**src/rtl/window_3x3_generator_pkg.sv**
```systemverilog
// Shared pixel width and default frame geometry for the median-filter front end.
package window_3x3_generator_pkg;

   localparam int unsigned BIT_WIDTH = 8;
   localparam int unsigned DEF_IMG_W = 64;
   localparam int unsigned DEF_IMG_H = 64;

endpackage

```
**src/rtl/window_3x3_generator_line_buffer.sv**
```systemverilog
// Enable-gated shift register; q_o is the sample written DEPTH enables ago.
module line_buffer
   import window_3x3_generator_pkg::*;
#(
   parameter int unsigned DEPTH = DEF_IMG_W
) (
   input  logic                 CLK,
   input  logic                 RST,
   input  logic                 en_i,
   input  logic [BIT_WIDTH-1:0] d_i,
   output logic [BIT_WIDTH-1:0] q_o
);

   logic [BIT_WIDTH-1:0] mem [DEPTH];

   always_ff @(posedge CLK or posedge RST) begin
      if (RST) begin
         for (int unsigned i = 0; i < DEPTH; i++) mem[i] <= '0;
      end else if (en_i) begin
         mem[0] <= d_i;
         for (int unsigned i = 1; i < DEPTH; i++) mem[i] <= mem[i-1];
      end
   end

   assign q_o = mem[DEPTH-1];

endmodule

```
**src/rtl/window_3x3_generator.sv**
```systemverilog
// Builds interior 3x3 windows from a raster pixel stream and hands each one to
// the bubble-sort stage via its start/valid handshake.
module window_3x3_generator
   import window_3x3_generator_pkg::*;
#(
   parameter int unsigned IMG_W = DEF_IMG_W,
   parameter int unsigned IMG_H = DEF_IMG_H
) (
   input  logic                     CLK,
   input  logic                     RST,
   input  logic [BIT_WIDTH-1:0]     pix_i,
   input  logic                     pix_valid_i,
   output logic                     pix_ready_o,
   output logic [BIT_WIDTH-1:0]     win0_o,
   output logic [BIT_WIDTH-1:0]     win1_o,
   output logic [BIT_WIDTH-1:0]     win2_o,
   output logic [BIT_WIDTH-1:0]     win3_o,
   output logic [BIT_WIDTH-1:0]     win4_o,
   output logic [BIT_WIDTH-1:0]     win5_o,
   output logic [BIT_WIDTH-1:0]     win6_o,
   output logic [BIT_WIDTH-1:0]     win7_o,
   output logic [BIT_WIDTH-1:0]     win8_o,
   output logic                     start_o,
   input  logic                     sort_valid_i,
   output logic [$clog2(IMG_H)-1:0] ctr_row_o,
   output logic [$clog2(IMG_W)-1:0] ctr_col_o,
   output logic                     frame_done_o
);

   localparam int unsigned ROW_W = $clog2(IMG_H);
   localparam int unsigned COL_W = $clog2(IMG_W);

   localparam logic [1:0] S_ACCEPT  = 2'd0;
   localparam logic [1:0] S_ISSUE   = 2'd1;
   localparam logic [1:0] S_RELEASE = 2'd2;

   logic [1:0]           state;
   logic [1:0]           next_state;
   logic [ROW_W-1:0]     row;
   logic [COL_W-1:0]     col;
   logic [BIT_WIDTH-1:0] win_q [9];
   logic [BIT_WIDTH-1:0] top_c;
   logic [BIT_WIDTH-1:0] mid_c;
   logic                 accept_c;
   logic                 complete_c;
   logic                 last_ctr_c;
   logic                 ready_d;
   logic                 start_d;
   logic                 done_d;

   assign accept_c   = pix_valid_i && pix_ready_o;
   assign complete_c = (row >= ROW_W'(2)) && (col >= COL_W'(2));
   assign last_ctr_c = (ctr_row_o == ROW_W'(IMG_H - 2)) && (ctr_col_o == COL_W'(IMG_W - 2));

   // lb0 holds the previous row, lb1 the row before that
   line_buffer #(.DEPTH(IMG_W)) u_lb0 (
      .CLK  (CLK),
      .RST  (RST),
      .en_i (accept_c),
      .d_i  (pix_i),
      .q_o  (mid_c)
   );

   line_buffer #(.DEPTH(IMG_W)) u_lb1 (
      .CLK  (CLK),
      .RST  (RST),
      .en_i (accept_c),
      .d_i  (mid_c),
      .q_o  (top_c)
   );

   always_ff @(posedge CLK or posedge RST) begin
      if (RST) state <= S_ACCEPT;
      else     state <= next_state;
   end

   always_comb begin
      next_state = state;
      case (state)
         S_ACCEPT:  if (accept_c && complete_c) next_state = S_ISSUE;
         S_ISSUE:   if (sort_valid_i) next_state = S_RELEASE;
         S_RELEASE: next_state = S_ACCEPT;
         default:   next_state = S_ACCEPT;
      endcase
   end

   // Outputs are decoded from the upcoming state so they register on the same edge
   always_comb begin
      ready_d = 1'b0;
      start_d = 1'b0;
      done_d  = 1'b0;
      ready_d = (next_state == S_ACCEPT);
      start_d = (next_state == S_ISSUE);
      done_d  = (state == S_ISSUE) && (next_state == S_RELEASE) && last_ctr_c;
   end

   always_ff @(posedge CLK or posedge RST) begin
      if (RST) begin
         pix_ready_o  <= 1'b0;
         start_o      <= 1'b0;
         frame_done_o <= 1'b0;
      end else begin
         pix_ready_o  <= ready_d;
         start_o      <= start_d;
         frame_done_o <= done_d;
      end
   end

   // Raster counters, window shift and centre capture all advance on accepted pixels
   always_ff @(posedge CLK or posedge RST) begin
      if (RST) begin
         row       <= '0;
         col       <= '0;
         ctr_row_o <= '0;
         ctr_col_o <= '0;
         for (int unsigned k = 0; k < 9; k++) win_q[k] <= '0;
      end else if (accept_c) begin
         if (col == COL_W'(IMG_W - 1)) begin
            col <= '0;
            row <= (row == ROW_W'(IMG_H - 1)) ? '0 : row + ROW_W'(1);
         end else begin
            col <= col + COL_W'(1);
         end
         for (int unsigned r = 0; r < 3; r++) begin
            win_q[3*r]   <= win_q[3*r+1];
            win_q[3*r+1] <= win_q[3*r+2];
         end
         win_q[2] <= top_c;
         win_q[5] <= mid_c;
         win_q[8] <= pix_i;
         if (complete_c) begin
            ctr_row_o <= row - ROW_W'(1);
            ctr_col_o <= col - COL_W'(1);
         end
      end
   end

   assign win0_o = win_q[0];
   assign win1_o = win_q[1];
   assign win2_o = win_q[2];
   assign win3_o = win_q[3];
   assign win4_o = win_q[4];
   assign win5_o = win_q[5];
   assign win6_o = win_q[6];
   assign win7_o = win_q[7];
   assign win8_o = win_q[8];

endmodule

```
**config.mk**
```make
export PLATFORM = sky130hd
export DESIGN_NAME = window_3x3_generator
export DESIGN_NICKNAME = d
export VERILOG_FILES = /design/src/rtl/window_3x3_generator_pkg.sv /design/src/rtl/window_3x3_generator_line_buffer.sv /design/src/rtl/window_3x3_generator.sv
export SDC_FILE = /design/constraint.sdc
export NUM_CORES = 2
export LEC_CHECK = 0
export ABC_CLOCK_PERIOD_IN_PS = 67600
export CAP_MARGIN = 20
export CELL_PAD_IN_SITES_DETAIL_PLACEMENT = 1
export CELL_PAD_IN_SITES_GLOBAL_PLACEMENT = 1
export CORE_UTILIZATION = 51
export DETAILED_ROUTE_END_ITERATION = 8
export PLACE_DENSITY = 0.85
export SETUP_SLACK_MARGIN = 0.05
export SYNTH_ARGS = -nofsm -noshare
export SYNTH_HDL_FRONTEND = slang
export SYNTH_SLANG_ARGS = --single-unit
```
**constraint.sdc**
```tcl
create_clock -name CLK -period 67.6 [get_ports CLK]
set_input_delay 10.14 -clock CLK [delete_from_list [all_inputs] [get_ports CLK]]
set_output_delay 10.14 -clock CLK [all_outputs]
set_load 0.05 [all_outputs]
```
==> out/results.ini <==
[status]
status = complete, no violations

[layout]
fill_cells = 8963
fin_nets = 4584
post_layout_nonfiller_instances = 5706
diodes = 0
areaGrowthSynthToFinish_pct = 12.5
drive_gt1_share_pct = 4.98

[timing]
skew_ns = 0.0212
rsz0062_at_grt = no
slew_headroom_pct = 28.5
finalHoldViolations = 0
fin_tns_setup_ns = 0
tightest_slew_ns = 1.07
fmax_ghz = 0.0687
fin_crit_sh_pct = 21.5
hold_ws_ns = 0.457
fin_crit_ns = 14.56
maxSlewViolCount = 0
setup_viol = 0

[drt]
routed_wirelength_mm = 88.7
drtPass1Iterations = 5
wl_per_cell_microns = 15.5
avgViaCountPerCell = 5.03
drtIter0Drc = 2061
ant_nets = 0
vias = 28700
drc_errors = 0

[power]
ir_worst_vdd_v = 0.0000317
pwr_density_cell_nw_per_um2 = 34.5
p_leak_nw = 26.4

[clock_network]
clock_latency_ns = 0.67
hold_buffers = 0
cts_resized = 0
cts_tree = done
clkSlewWorstSetupHoldPaths_ns = 0.06
cts_setup_buffers = 0
cts_buffer_depth = 3
cts_made_buffers = 109
cts-root-buf = clkbuf_16
cts_max_level = 3
cts_sinks = 1077

[floorplan]
start_util_pct = 51.6
die_area_sq_um = 81200
die-width_microns = 285
io_pins = 99
rows = 103
die_y_microns = 285
core_region_area_sq_um = 79100

[logic_synthesis]
synthTopCellsByArea = dfrtp_1 (66%), nand2_1 (29%), clkbuf_1 (1.8%)
yosysTopAreaCellShare_pct = 66.0
yosys.area.top_type = dfrtp_1
synth_edf_count = 0
yosysUniqueCellTypes = 38
async_flop_share_pct = 100
syn_avg_cell_area_sq_um = 8.86
syn_nets = 4627
ys_dominant_reg_cell = dfrtp_1
synthCells = 4609
yosysSeqAreaShare_pct = 66.0
yosysWarnings = 0
ys_ff_latch = 1077
syn-cell-area_sq_um = 40800

[grt]
grt_max_degree = 237
overflow = 0
antenna_found_initial = 0
grt_pass1_vias = 31500
grt_usage_pct = 22.7
grt_pass1_wl_mm = 155

[critical_path]
rrSetupSlack_ns = 62.58
cp-end-kind = register
critPathArrivalTime_ns = 15.15
worstSetupStartpointType = primary input
cp_data_required_time_ns = 68.20
path_class = in -> reg
critPathMaxFanout = 236

[placement]
hpwl_mm = 45.8
routabilityCongestion = 0.705
placedCellCount = 5503
io_buffers = 98

[min_path]
worstHoldPathType = reg -> reg

[flow_run]
maxCapViolCount = 0

-- layer usage --
metal / GRT usage (%) / share of wire [%]
met5: 0 / 0
met1: 29.2 / 43
met2: 40.2 / 53
met3: 3.31 / 2.4
met4: 5.95 / 2.1
-- Yosys cell counts, types with 2 or more instances --
| cell type | count |
|---|---|
| nor2_1 | 6 |
| inv_1 | 11 |
| xnor2_1 | 10 |
| xor2_1 | 4 |
| or2_2 | 2 |
| buf_4 | 49 |
| dfrtp_1 | 1077 |
| mux2_2 | 5 |
| mux2i_1 | 3 |
| mux2_4 | 5 |
| nand4b_1 | 2 |
| nor3_1 | 4 |
| nand2_1 | 3160 |
| nand3_1 | 4 |
| buf_2 | 40 |
| and3_1 | 2 |
| o31ai_1 | 3 |
| clkbuf_1 | 195 |
| ha_1 | 6 |
| o21ai_0 | 3 |
-- final cells by class --
type	instances	area (sq um)	area share, %
clock buffer	165	3300	7.18
sequential	1077	27000	58.7
multi-input combinational	3234	12500	27.2
timing repair buffer	133	1310	2.85
inverter	11	48.8	0.106
clock inverter	36	513	1.12
tap	1050	1310	2.86
-- cells in the final DEF (no fill, tap or decap), drive strengths merged, types with 6 or more instances in the layout --
master         count
nand2           3160
dfrtp           1077
clkbuf           165
clkdlybuf4s50     98
buf               35
clkinv            21
inv               13
bufinv            12
xnor2             10
mux2              10
nor2               6
ha                 6
-- state kept, by name, indices dropped and copies added, names as in the netlist --
signal        count
start_o           1
win1_o            8
u_lb1.mem       496
col               6
pix_ready_o       1
win2_o            8
row               6
state             2
ctr_col_o         6
u_lb0.mem       504
ctr_row_o         6
u_lb0.q_o         8
u_lb1.q_o         8
win4_o            8
frame_done_o      1
win0_o            8
-- worst max-delay path, stage by stage --
cell             delay (ns)
clkdlybuf4s50_1        0.48
nand2_4                0.53
buf_12                 0.75
buf_4                  0.84
buf_4                  0.80
buf_4                  0.91
nand2_1                0.19
nand2_1                0.13
-- power breakdown --
part / internal, mW / total, mW / switching (mW)
logic: 0.0462 / 0.229 / 0.183
registers: 0.689 / 0.720 / 0.0306
clock network: 0.382 / 0.636 / 0.255
-- logic make-up (layout without fill, tap and decap cells) --
group	count (synthesis)	in the layout	share of synthesized area, %
and+or+nand+nor	3188	3188	29.5
adders and majority gates	6	6	0.184
AOI/OAI and AO/OA	13	13	0.267
muxes	13	13	0.395
DFF	1077	1077	66.0
buffers and inverters	298	345	3.40
xor gates and xnor gates	14	14	0.300
-- worst paths after layout --
kind                                           start                         end  cells after the start
setup / recovery                         pix_valid_i   u_lb0.mem[74]$_DFFE_PP0P_                      8
min in group asynchronous                        RST  u_lb0.mem[328]$_DFFE_PP0P_                      2
max in group asynchronous                        RST   u_lb0.mem[83]$_DFFE_PP0P_                      7
hold / removal             u_lb0.mem[75]$_DFFE_PP0P_   u_lb0.mem[67]$_DFFE_PP0P_                      2
setup reg to reg               pix_ready_o$_DFF_PP0_   u_lb0.mem[74]$_DFFE_PP0P_                      7
hold reg to reg            u_lb0.mem[75]$_DFFE_PP0P_   u_lb0.mem[67]$_DFFE_PP0P_                      2
-- per-stage QoR --
stage          utilization (%)  cell area, sq um  setup slack [ns]  power [mW]
2_1_floorplan                -             40800             27.14       0.911
4_1_cts                   58.0             45900             53.14        1.61
3_5_place_dp              53.2             42100             52.48       0.962
5_1_grt                   58.1             45900             52.64        1.66
6_report                  58.1             45900             53.04        1.59
3_3_place_gp              53.2             42100             52.48       0.956
Note: power is estimated with default switching activity, not from simulation.
